===== src/rtl/ldl_sfifo_pkg.sv =====
// Shared types, defaults and flag helper for the multi-channel sync FIFO controller.
package ldl_sfifo_pkg;

    localparam int DEF_NCH       = 4;
    localparam int DEF_AWIDTH    = 6;
    localparam int DEF_AE_TH     = 2;
    // Default almost-full threshold is depth minus this margin.
    localparam int DEF_AF_MARGIN = 2;

    // Pointers of any AWIDTH are zero-extended into this carrier so one
    // helper serves every parameterisation; bit AWIDTH is the wrap bit.
    localparam int PTR_MAXW = 32;
    typedef logic [PTR_MAXW-1:0] ptr_w_t;

    typedef struct packed {
        logic full;
        logic empty;
    } ptr_flags_t;

    // Full: wrap bits differ, low bits equal. Empty: pointers equal.
    function automatic ptr_flags_t ptr_flags(input ptr_w_t wp, input ptr_w_t rp, input int aw);
        ptr_w_t     diff;
        ptr_w_t     lo_mask;
        ptr_flags_t f;
        diff    = wp ^ rp;
        lo_mask = (ptr_w_t'(1) << aw) - ptr_w_t'(1);
        f.empty = ((diff & ((lo_mask << 1) | ptr_w_t'(1))) == '0);
        f.full  = ((diff & lo_mask) == '0) && diff[aw];
        return f;
    endfunction

endpackage


===== src/rtl/ldl_sfifo_ptr.sv =====
// One channel's write/read pointer pair, occupancy and full/empty/almost flags.
module ldl_sfifo_ptr
    import ldl_sfifo_pkg::*;
#(
    parameter int AWIDTH = DEF_AWIDTH,
    parameter int AF_TH  = (1 << AWIDTH) - DEF_AF_MARGIN,
    parameter int AE_TH  = DEF_AE_TH
) (
    input  logic              clk,
    input  logic              rst,
    input  logic              wr_inc,
    input  logic              rd_inc,
    output logic              full,
    output logic              empty,
    output logic              afull,
    output logic              aempty,
    output logic [AWIDTH-1:0] wptr,
    output logic [AWIDTH-1:0] rptr,
    output logic [AWIDTH:0]   count
);

    typedef logic [AWIDTH:0] ptr_t;
    localparam ptr_t AF_C = ptr_t'(AF_TH);
    localparam ptr_t AE_C = ptr_t'(AE_TH);

    ptr_t       wptr_q, wptr_d, rptr_q, rptr_d, cnt_d;
    logic       afull_q, afull_d, aempty_q, aempty_d;
    ptr_flags_t fl;

    // Pointer advance and next-state almost flags (flags look at the post-edge count).
    always_comb begin
        fl       = ptr_flags(ptr_w_t'(wptr_q), ptr_w_t'(rptr_q), AWIDTH);
        wptr_d   = wptr_q + ptr_t'(wr_inc);
        rptr_d   = rptr_q + ptr_t'(rd_inc);
        cnt_d    = wptr_d - rptr_d;
        afull_d  = (cnt_d >= AF_C);
        aempty_d = (cnt_d <= AE_C);
    end

    // Pointer and almost-flag registers; reset leaves the channel empty.
    always_ff @(posedge clk) begin
        if (rst) begin
            wptr_q   <= '0;
            rptr_q   <= '0;
            afull_q  <= 1'b0;
            aempty_q <= 1'b1;
        end else begin
            wptr_q   <= wptr_d;
            rptr_q   <= rptr_d;
            afull_q  <= afull_d;
            aempty_q <= aempty_d;
        end
    end

    assign full   = fl.full;
    assign empty  = fl.empty;
    assign afull  = afull_q;
    assign aempty = aempty_q;
    assign wptr   = wptr_q[AWIDTH-1:0];
    assign rptr   = rptr_q[AWIDTH-1:0];
    assign count  = wptr_q - rptr_q;

endmodule


===== src/rtl/ldl_sfifo_ctr_mc.sv =====
// Multi-channel sync FIFO controller over one shared RAM (one region per channel).
// Optional sticky overflow/underflow flags: define LDL_SFIFO_MC_STAT_EN.
module ldl_sfifo_ctr_mc
    import ldl_sfifo_pkg::*;
#(
    parameter int NCH    = DEF_NCH,
    parameter int AWIDTH = DEF_AWIDTH,
    parameter int AF_TH  = (1 << AWIDTH) - DEF_AF_MARGIN,
    parameter int AE_TH  = DEF_AE_TH,
    parameter int CWIDTH = $clog2(NCH)
) (
    input  logic                     clk,
    input  logic                     rst,
    input  logic                     we,
    input  logic [CWIDTH-1:0]        wch,
    input  logic                     re,
    input  logic [CWIDTH-1:0]        rch,
    output logic [NCH-1:0]           full,
    output logic [NCH-1:0]           empty,
    output logic [NCH-1:0]           afull,
    output logic [NCH-1:0]           aempty,
    output logic [CWIDTH+AWIDTH-1:0] wa,
    output logic [CWIDTH+AWIDTH-1:0] ra,
    output logic                     mw,
    output logic                     mr,
    output logic                     rvalid,
    output logic [CWIDTH-1:0]        rvch,
    output logic [AWIDTH:0]          count,
    output logic [NCH-1:0]           ovf,
    output logic [NCH-1:0]           udf
);

    logic [NCH-1:0]             wr_inc, rd_inc;
    logic [NCH-1:0][AWIDTH-1:0] wptr_v, rptr_v;
    logic [NCH-1:0][AWIDTH:0]   cnt_v;
    logic                       wfull_sel, rempty_sel, fw, fr;
    logic [AWIDTH-1:0]          wptr_sel, rptr_sel;
    logic [AWIDTH:0]            cnt_sel;
    logic                       rvalid_q, rvalid_d;
    logic [CWIDTH-1:0]          rvch_q, rvch_d;

    for (genvar c = 0; c < NCH; c++) begin : g_ch
        ldl_sfifo_ptr #(
            .AWIDTH (AWIDTH),
            .AF_TH  (AF_TH),
            .AE_TH  (AE_TH)
        ) u_ptr (
            .clk    (clk),
            .rst    (rst),
            .wr_inc (wr_inc[c]),
            .rd_inc (rd_inc[c]),
            .full   (full[c]),
            .empty  (empty[c]),
            .afull  (afull[c]),
            .aempty (aempty[c]),
            .wptr   (wptr_v[c]),
            .rptr   (rptr_v[c]),
            .count  (cnt_v[c])
        );
    end

    // Channel muxing and accept decode; an index with no channel reads as full/empty.
    always_comb begin
        wfull_sel  = 1'b1;
        rempty_sel = 1'b1;
        wptr_sel   = '0;
        rptr_sel   = '0;
        cnt_sel    = '0;
        wr_inc     = '0;
        rd_inc     = '0;
        for (int c = 0; c < NCH; c++) begin
            if (wch == CWIDTH'(c)) begin
                wfull_sel = full[c];
                wptr_sel  = wptr_v[c];
            end
            if (rch == CWIDTH'(c)) begin
                rempty_sel = empty[c];
                rptr_sel   = rptr_v[c];
                cnt_sel    = cnt_v[c];
            end
        end
        fw = we & ~wfull_sel;
        fr = re & ~rempty_sel;
        for (int c = 0; c < NCH; c++) begin
            wr_inc[c] = fw & (wch == CWIDTH'(c));
            rd_inc[c] = fr & (rch == CWIDTH'(c));
        end
        rvalid_d = fr;
        rvch_d   = fr ? rch : rvch_q;
    end

    // Read-data-valid stage matching the RAM's one-cycle read latency.
    always_ff @(posedge clk) begin
        if (rst) begin
            rvalid_q <= 1'b0;
            rvch_q   <= '0;
        end else begin
            rvalid_q <= rvalid_d;
            rvch_q   <= rvch_d;
        end
    end

    assign mw     = fw;
    assign mr     = fr;
    assign wa     = {wch, wptr_sel};
    assign ra     = {rch, rptr_sel};
    assign count  = cnt_sel;
    assign rvalid = rvalid_q;
    assign rvch   = rvch_q;

`ifdef LDL_SFIFO_MC_STAT_EN
    logic [NCH-1:0] ovf_q, ovf_d, udf_q, udf_d;

    // Sticky flags for requests refused because the addressed channel was full/empty.
    always_comb begin
        ovf_d = ovf_q;
        udf_d = udf_q;
        for (int c = 0; c < NCH; c++) begin
            if (we && (wch == CWIDTH'(c)) && full[c])  ovf_d[c] = 1'b1;
            if (re && (rch == CWIDTH'(c)) && empty[c]) udf_d[c] = 1'b1;
        end
    end

    // Flag registers, cleared only by reset.
    always_ff @(posedge clk) begin
        if (rst) begin
            ovf_q <= '0;
            udf_q <= '0;
        end else begin
            ovf_q <= ovf_d;
            udf_q <= udf_d;
        end
    end

    assign ovf = ovf_q;
    assign udf = udf_q;
`else
    assign ovf = '0;
    assign udf = '0;
`endif

endmodule


===== config.mk =====
export PLATFORM = sky130hd
export DESIGN_NAME = ldl_sfifo_ctr_mc
export DESIGN_NICKNAME = d
export VERILOG_FILES = /design/src/rtl/ldl_sfifo_pkg.sv /design/src/rtl/ldl_sfifo_ptr.sv /design/src/rtl/ldl_sfifo_ctr_mc.sv
export SDC_FILE = /design/constraint.sdc
export NUM_CORES = 1
export LEC_CHECK = 0
export ABC_AREA = 1
export BUFFER_PORTS_ARGS = -buffer_cell sky130_fd_sc_hd__buf_2
export CORE_MARGIN = 2
export CORE_UTILIZATION = 60
export DETAILED_ROUTE_END_ITERATION = 12
export PLACE_DENSITY = 0.81
export SLEW_MARGIN = 20
export SYNTH_ARGS = -nofsm -noshare
export SYNTH_HDL_FRONTEND = slang
export SYNTH_SLANG_ARGS = --single-unit

===== constraint.sdc =====
create_clock -name clk -period 4.36 [get_ports clk]
set_input_delay 0.218 -clock clk [delete_from_list [all_inputs] [get_ports clk]]
set_output_delay 0.218 -clock clk [all_outputs]
set_load 0.02 [all_outputs]

Yosys cells after proc, flatten, opt, wreduce, memory -nomap -nowiden --
Cells that the tools add are included. W data, S select, Z words.
Storage, ports and cells: output and inout bits 52, flip-flop bits (word level) 67
Cells by class: add/sub/neg operators 16, reduce and logical (&&, ||, !) cells 14, equality and inequality tests 6, magnitude comparators 8, muxes and demuxes 20, bitwise gates (word level) 16
Operators by type and width (number):
- $logic_not A32 Y1 | 8
- $add A7 B1 Y7 | 8
- $sub A7 B7 Y7 | 8
- $mux W6 | 8
- $ge A7 B6 Y1 const B | 4
- $le A7 B2 Y1 const B | 4
- $mux W7 | 4
- $xor A7 B7 Y7 | 4
- $and A1 B1 Y1 | 10
- $eq A2 B2 Y1 const B | 4
- $mux W1 | 8
- $eq A2 B1 Y1 const B | 2
- $logic_and A1 B1 Y1 | 4
- $logic_not A2 Y1 | 2
- $not A1 Y1 | 2

Logic depth before layout (Yosys ltp) --
Gate-level depths: netlist of run 1.
depth in word-level cells 13, gate-level depth with buffers 29, depth with buffers taken out 29

Modules after synthesis --
Synthesis of run 1 repeated with hierarchy kept, for this count alone.
Second synthesis, totals: cell total of the unflattened synthesis 955, area total of the unflattened synthesis 6422.4 µm²
By module, submodules not included:
- ldl_sfifo_ptr (g_ch[0].u_ptr ...) | cells each 196, area each 1387.6 µm², sequential area each 320.3 µm², times used 3
- ldl_sfifo_ptr (g_ch[1].u_ptr) | cells each 196, area each 1388.8 µm², sequential area each 320.3 µm², times used 1
- ldl_sfifo_ctr_mc | cells each 171, area each 870.8 µm², sequential area each 60.1 µm², times used 1

Least setup slack after synthesis of run 1 --
OpenSTA, ideal clock, no wires.
path kind reg-to-reg, start register g_ch[0].u_ptr.rptr_q[2], end register g_ch[1].u_ptr.afull_q, cell stages (with the launch flop) 29, period minus slack after synthesis 3412 ps, data arrival time 3356 ps, setup slack 948 ps, required time 4304 ps, cell sequence dfxtp_1 > inv_1 > ha_1 > nand2_1 > nor2_1 > nand3_1 > nor2_1 > nand2_1 > nand3_1 > nor2_2 > inv_2 > nor2_1 > ha_1 > ha_1 > nand2_1 > inv_1 > nand2_1 > xor2_1 > inv_1 > ha_1 > nand2_1 > inv_1 > nand4_1 > o211ai_1 > xor2_1 > nand3_1 > nand2_1 > nand2_1 > inv_1
On the way: cells in the longest elaborated chain, start to end 13, elaborated cells between the ends (all ways) 22, classes of those cells 3 x add/sub; 1 x order compare; 8 x mux; 7 x bitwise; 3 x reduce/logical
RTL lines:
- from (decl) | line ldl_sfifo_ptr.sv:26 | ptr_t wptr_q, wptr_d, rptr_q, rptr_d, cnt_d;
- from (signal assigned) | line ldl_sfifo_ptr.sv:49 | rptr_q <= rptr_d;
- $xor A7 B7 Y7 | line ldl_sfifo_pkg.sv:25 | diff = wp ^ rp;
- $logic_not A32 Y1 | line ldl_sfifo_pkg.sv:28 | f.full = ((diff & lo_mask) == '0) && diff[aw];
- $logic_and A1 B1 Y1 | line ldl_sfifo_pkg.sv:28
- net g_ch[0].u_ptr.full | line ldl_sfifo_ptr.sv:13 | output logic full,
- $mux W1 (4 in a row) | line ldl_sfifo_ctr_mc.sv:72 | if (wch == CWIDTH'(c)) begin
- $not A1 Y1 | line ldl_sfifo_ctr_mc.sv:82 | fw = we & ~wfull_sel;
- $and A1 B1 Y1 | line ldl_sfifo_ctr_mc.sv:82
- net mw | line ldl_sfifo_ctr_mc.sv:24 | output logic mw,
- $and A1 B1 Y1 | line ldl_sfifo_ctr_mc.sv:85 | wr_inc[c] = fw & (wch == CWIDTH'(c));
- $add A7 B1 Y7 | line ldl_sfifo_ptr.sv:33 | wptr_d = wptr_q + ptr_t'(wr_inc);
- net g_ch[1].u_ptr.wptr_d[4] | line ldl_sfifo_ptr.sv:26
- $sub A7 B7 Y7 | line ldl_sfifo_ptr.sv:35 | cnt_d = wptr_d - rptr_d;
- $ge A7 B6 Y1 | line ldl_sfifo_ptr.sv:36 | afull_d = (cnt_d >= AF_C);
- to (signal assigned) | line ldl_sfifo_ptr.sv:50 | afull_q <= afull_d;
- to (decl) | line ldl_sfifo_ptr.sv:27 | logic afull_q, afull_d, aempty_q, aempty_d;
The timed path passes the listed nets, and every way through them passes these cells. A chain may end at the register's enable or synchronous reset.

Worst setup path in the final report of run 1 --
start register g_ch[0].u_ptr.rptr_q[4], end register g_ch[2].u_ptr.aempty_q
On the way: cells in the longest elaborated chain, start to end 13, elaborated cells between the ends (all ways) 22, classes of those cells 3 x add/sub; 1 x order compare; 8 x mux; 7 x bitwise; 3 x reduce/logical
RTL lines:
- $xor A7 B7 Y7 | line ldl_sfifo_pkg.sv:25
- $logic_not A32 Y1 | line ldl_sfifo_pkg.sv:28
- $logic_and A1 B1 Y1 | line ldl_sfifo_pkg.sv:28
- $mux W1 (4 in a row) | line ldl_sfifo_ctr_mc.sv:72
- $not A1 Y1 | line ldl_sfifo_ctr_mc.sv:82
- $and A1 B1 Y1 | line ldl_sfifo_ctr_mc.sv:82
- $and A1 B1 Y1 | line ldl_sfifo_ctr_mc.sv:85
- $add A7 B1 Y7 | line ldl_sfifo_ptr.sv:33
- net g_ch[2].u_ptr.wptr_d[2] | line ldl_sfifo_ptr.sv:26
- $sub A7 B7 Y7 | line ldl_sfifo_ptr.sv:35
- $le A7 B2 Y1 | line ldl_sfifo_ptr.sv:37 | aempty_d = (cnt_d <= AE_C);
- to (signal assigned) | line ldl_sfifo_ptr.sv:51 | aempty_q <= aempty_d;
- to (decl) | line ldl_sfifo_ptr.sv:27
The timed path passes the listed nets, and every way through them passes these cells.

==> flow_summary_export.csv, run 1 <==
group,metric,value,unit
route,finalWirelength,14770,um
die,chipWidth,103.1,um
layout,fillerInstances,940,
timing,clock_skew,0.008726,ns
clocking,holdBufCountCts,0,
timing,min_period_over_period,92.43,%
timing,fmax,248.1,MHz
timing,fin_crit,4.030,ns
synth,ys.flop_type,"dfxtp_1",
grt,grt_pass1_vias,4986,
hold_path,min_path_type,"primary input to flip-flop",
clocking,cts_resized,0,
synth,syn_inst,869,
die,core-area,0.009639,sq mm
clocking,clock_latency,0.37,ns
layout,area_delta_synth_final,8.176,%
die,start_util,61.12,%
layout,fin_area,0.006374,sq mm
die,die_area,0.01063,sq mm
synth,synth_edf_count,0,
timing,rsz0062_at_grt,"false",
layout,layout_commonest_cell,"nand2_1",
clocking,clk_pin_slew,0.08,ns
clocking,htreeDepth,3,
grt,grt_util_all_layers,29.67,%
synth,ys_seq_elements,67,
layout,mostFrequentLayoutCells,"176 x nand2_1, 130 x inv_1, 104 x nor2_1",
clocking,cts_buffers,9,
route,route.detailed.drc,0,
critical_path,critPathLaunchType,"flip-flop",
critical_path,crit_arrival,4.33,ns
critical_path,cp-end-kind,"flip-flop",
route,route.detailed.vias_per_inst,5.284,
place,dpl_worst_slack,0.3599,ns
route,vias,5501,
clocking,root_buffer,"clkbuf_8",
timing,finalMaxSlewViolations,0,
place,portBuffers,51,
critical_path,cp_data_required_time,4.66,ns
layout,num-nets-final,981,
timing,setup_tns,0,ns
place,place_congestion,0.9654,
synth,synthArstFlopShare,0,%
synth,syn_area_per_cell,6.780,sq um
timing,slew_headroom,56.14,%
place,dp.cells,1025,
die,io_pins,60,
place,dpl_cell_area,0.006110,sq mm
layout,drive_above_1_share,12.78,%
grt,overflow,0,
clocking,clk_path_buf_depth,2,
power_and_ir_drop,p_leak,0.003234,uW
synth,seq_area_frac_synth,22.76,%
synth,syn-cell-area,0.005892,sq mm
layout,n_antenna_cell,0,
grt,grt_max_degree,60,
clocking,postCtsSetupRepairBufs,0,
timing,worst_pin_slew,0.6555,ns
layout,stdcell_count,1041,
grt,grt_pass1_wl,23960,um
timing,setup_viol,0,
route,drt_iter0_drc,421,
clocking,clock-sinks,67,
critical_path,worstPathMaxFanout,6,
timing,holdWs,0.1823,ns
place,dpl.hpwl,11860,um
critical_path,worst-setup-path-type,"flip-flop to flip-flop",
clocking,cts_tree,"done",
status,status,"finished, final reports clean",
die,die_h,103.1,um
route,drtPass1Iterations,6,
power_and_ir_drop,ir_worst_vdd,0.1946,mV
route,wl_per_cell,14.19,um
timing,hold_violations,0,
route,ant_nets,0,
synth,synth_cell_types,45,
synth,yosys_warnings,0,
power_and_ir_drop,power.density,239.5,mW/mm^2
timing,worst_slack,0.3301,ns
die,num_rows,36,
flow_run,maxCapViolations,0,
grt,antenna_found_initial,0,
-- sequential cells by signal (all words and copies together), names as in the netlist --
name               flops
g_ch.u_ptr.rptr_q     28
g_ch.u_ptr.afull       4
rvch                   2
g_ch.u_ptr.aempty      4
g_ch.u_ptr.wptr_q     28
rvalid                 1
-- routing by layer --
metal	share of wire [%]	track usage (%)	up-vias
met5	0	0	-
met4	1.8	8.198	0
met3	7.2	6.712	21
met2	46	49.95	178
met1	45	38.28	2487
li1	-	-	2815
-- cell type report --
type	instances	area [sq um]	area share, %
clock buffer	10	137.6	2.159
clock inverter	6	112.6	1.767
inverter	138	519.2	8.147
multi-input combinational	632	3809	59.76
sequential	67	1344	21.08
tap	133	166.4	2.611
timing repair buffer	55	285.3	4.476
-- cell families after synthesis --
group	count (synthesis)	synth area share, %
xor+xnor	52	7.985
flops	67	22.76
buf+inv	177	13.23
fa+ha+maj	70	15.88
compound gates	93	8.919
simple gates	409	31.15
other cells	1	0.06365
-- Yosys cell counts (all sizes together), types with 16 or more instances --
cell | count | area share [%]
nor3 | 16 | 1.5
a21oi | 41 | 3.5
dfxtp | 67 | 23
xnor2 | 18 | 2.9
nand3 | 67 | 6.4
xor2 | 34 | 5.1
o21ai | 28 | 2.4
ha | 62 | 13
nand2 | 190 | 13
inv | 136 | 8.7
nor2 | 109 | 7.2
buf | 35 | 4.2
-- power by group --
group	internal, uW	switching [uW]
clock	395	266
combinational	75.8	158
sequential	625	6.40
total	1100	430
-- metrics by stage --
step           power, uW  utilization [%]
2_1_floorplan      837.6                -
3_3_place_gp       874.5            63.38
3_5_place_dp       876.3            63.38
4_1_cts             1528            65.98
5_1_grt             1593            66.12
6_report            1526            66.12
-- path summary, 6_finish.rpt --
path	slack, ns	endpoint	depth (start not counted)	startpoint
max reg2reg	0.33	g_ch[2].u_ptr.aempty$_SDFF_PP1_	24	g_ch[0].u_ptr.rptr_q[4]$_SDFF_PP0_
min reg2reg	0.44	rvch[0]$_SDFFE_PP0N_	2	rvch[0]$_SDFFE_PP0N_
min	0.18	rvch[0]$_SDFFE_PP0N_	4	re
max	0.33	g_ch[2].u_ptr.aempty$_SDFF_PP1_	24	g_ch[0].u_ptr.rptr_q[4]$_SDFF_PP0_
-- critical path, stage by stage, from the launching register on --
cell and delay (ns):
dfxtp_2 0.41, inv_1 0.10, ha_1 0.35, nand2_1 0.10, nor2_1 0.06, nand3_1 0.16, nor2_2 0.10, nand2_1 0.08
nand3_1 0.09, nor2_2 0.18, inv_2 0.06, nor3_1 0.32, ha_1 0.25, ha_1 0.22, nand2_1 0.08, inv_2 0.11
nor2_1 0.06, ha_1 0.33, a21oi_1 0.25, a21oi_1 0.11, o21ai_1 0.17, nand3b_1 0.12, a21oi_1 0.15, nand2_1 0.06
nand2_1 0.05
Power figures use the tool's default switching activity.
==> run 2: changes to the inputs <==
--- a/config.mk
+++ b/config.mk
@@ -9,6 +9,7 @@
 export BUFFER_PORTS_ARGS = -buffer_cell sky130_fd_sc_hd__buf_2
 export CORE_MARGIN = 2
 export CORE_UTILIZATION = 60
+export CTS_BUF_LIST = sky130_fd_sc_hd__clkbuf_16
 export DETAILED_ROUTE_END_ITERATION = 12
 export PLACE_DENSITY = 0.81
 export SLEW_MARGIN = 20
==> flow_summary_export.csv, run 2 (synthesis gave the netlist of run 1 again) <==
group,metric,value,unit
critical_path,r2r_cells,24,
layout,fillerInstances,935,
power_and_ir_drop,ir_worst_vdd,0.2160,mV
critical_path,cp_slowest_stage_delay,0.39,ns
route,drtPass1Iterations,6,
layout,finish.utilization,66.98,%
critical_path,cpMostUsedCell,"nand2_1",
place,dpl_cell_area,0.006110,sq mm
timing,min_period_over_period,93.58,%
timing,worst_pin_slew,0.6663,ns
clocking,postCtsSetupRepairBufs,0,
timing,fmax,245.1,MHz
power_and_ir_drop,p_leak,0.003274,uW
route,drt_iter0_drc,461,
timing,slew_headroom,55.42,%
die,chipWidth,103.1,um
route,vias,5519,
clocking,clock_latency,0.35,ns
critical_path,crit_arrival,4.35,ns
die,core-area,0.009639,sq mm
timing,finalMaxSlewViolations,0,
hold_path,holdPathStages,4,
timing,hold_violations,0,
clocking,clock-sinks,67,
layout,mostFrequentLayoutCells,"176 x nand2_1, 130 x inv_1, 104 x nor2_1",
critical_path,worst-setup-path-type,"flip-flop to flip-flop",
timing,fin_crit,4.080,ns
die,start_util,61.12,%
critical_path,cp_data_required_time,4.63,ns
route,ant_nets,0,
layout,area_delta_synth_final,9.577,%
clocking,cts_buffers,9,
critical_path,r2r_start,"g_ch[0].u_ptr.rptr_q[2]$_SDFF_PP0_",
timing,setup_viol,0,
die,die_h,103.1,um
critical_path,cp-end-kind,"flip-flop",
flow_run,maxCapViolations,0,
route,finalWirelength,14920,um
critical_path,crit_start,"g_ch[0].u_ptr.rptr_q[2]$_SDFF_PP0_",
place,portBuffers,51,
layout,reg_top3,"g_ch.u_ptr.rptr_q (28), g_ch.u_ptr.wptr_q (28)",
power_and_ir_drop,power,1712,uW
grt,overflow,0,
grt,grt_max_degree,60,
clocking,clk_path_buf_depth,2,
critical_path,worstPathMaxFanout,6,
timing,rsz0062_at_grt,"false",
route,route.detailed.vias_per_inst,5.302,
clocking,clk_pin_slew,0.06,ns
grt,grt_pass1_vias,4999,
critical_path,critical_path.cell_chain,"inv_1 -> ha_1 -> nand2_1 -> nor2_1 -> nand3_1 -> nor2_2 -> nand2_1 -> nand3_1 -> nor2_2 -> inv_2 -> nor3_1 -> ha_1 -> ha_1 -> nand2_1 -> inv_2 -> nor2_1 -> ha_1 -> a21oi_1 -> a21oi_1 -> o21ai_1 -> nand3b_1 -> a21oi_1 -> nand2_1 -> nand2_1",
critical_path,crit_cells,24,
layout,num-nets-final,981,
grt,grt_pass1_wl,24120,um
place,dpl.hpwl,11860,um
timing,clock_skew,0.007298,ns
status,status,"finished, final reports clean",
die,num_rows,36,
layout,drive_above_1_share,12.67,%
clocking,root_buffer,"clkbuf_16",
layout,fin_area,0.006456,sq mm
power_and_ir_drop,power.density,265.2,mW/mm^2
critical_path,critPathLaunchType,"flip-flop",
hold_path,min_path_type,"primary input to flip-flop",
clocking,cts_tree,"done",
grt,antenna_found_initial,0,
timing,setup_tns,0,ns
clocking,htreeDepth,3,
critical_path,slowest_stage,"dfxtp_2",
route,wl_per_cell,14.34,um
hold_path,min_from,"re",
grt,grt_util_all_layers,29.95,%
die,io_pins,60,
layout,n_antenna_cell,0,
place,place_congestion,0.9654,
critical_path,crit_family,"simple AND/OR/NAND/NOR gates",
route,route.detailed.drc,0,
layout,layout_commonest_cell,"nand2_1",
die,die_area,0.01063,sq mm
critical_path,path_buf_inv,3,
run 2: cell count changes in the layout (fill, tap and decap cells not counted):
cell / previous run / this run
clkbuf_8: 10 / 0
clkbuf_16: 0 / 9
clkinv_1: 1 / 2
nor4_2: 0 / 1
nor4_4: 1 / 0
run 2: timing repair:
action / CTS / global route
resized for setup: 0 / 4
setup endpoints to repair: 0 / 7
hold buffers: 0 / 0
run 2: path summary, 6_finish.rpt:
| kind | endpoint | slack (ns) |
|---|---|---|
| setup / recovery | g_ch[2].u_ptr.aempty$_SDFF_PP1_ | 0.28 |
| hold reg to reg | rvch[0]$_SDFFE_PP0N_ | 0.44 |
| setup reg to reg | g_ch[2].u_ptr.aempty$_SDFF_PP1_ | 0.28 |
| hold / removal | rvch[0]$_SDFFE_PP0N_ | 0.21 |
run 2: layout make-up:
cell class                 instances  area [sq um]  area share (%)
clock buffer                       9         225.2           3.488
clock inverter                     7         116.4           1.802
inverter                         138         519.2           8.043
multi-input combinational        632          3800           58.86
sequential                        67          1344           20.81
tap                              133         166.4           2.578
timing repair buffer              55         285.3           4.419
run 2: through the flow:
stage / hold WS (ns) / cells / worst slack (ns)
final: 0.2072 / 1041 / 0.2798
after floorplan: 0.3948 / 876 / 0.9477
after global placement: 0.4337 / 1025 / 0.4025
after detailed placement: 0.4322 / 1025 / 0.3599
after CTS: 0.2079 / 1041 / 0.2851
after global routing: 0.2495 / 1041 / 0.01158
run 2: routing by layer:
layer / wire length (um) / vias up / track usage [%]
li1: - / 2816 / -
met3: 1071 / 21 / 6.305
met2: 6936 / 183 / 50.20
met1: 6692 / 2499 / 39.43
met5: 0 / - / 0
met4: 225 / 0 / 7.490
run 2: report_power, final:
group / internal, uW / switching, uW
combinational: 75.9 / 158
clock: 556 / 290
sequential: 626 / 6.37
run 2: worst register-to-register path, delay by kind of cell, from the launching register on:
kind            cells  cell delay, ns
fa+ha+maj           4            1.20
buf+inv             3            0.27
simple gates       13            1.45
flops               1            0.39
compound gates      4            0.71
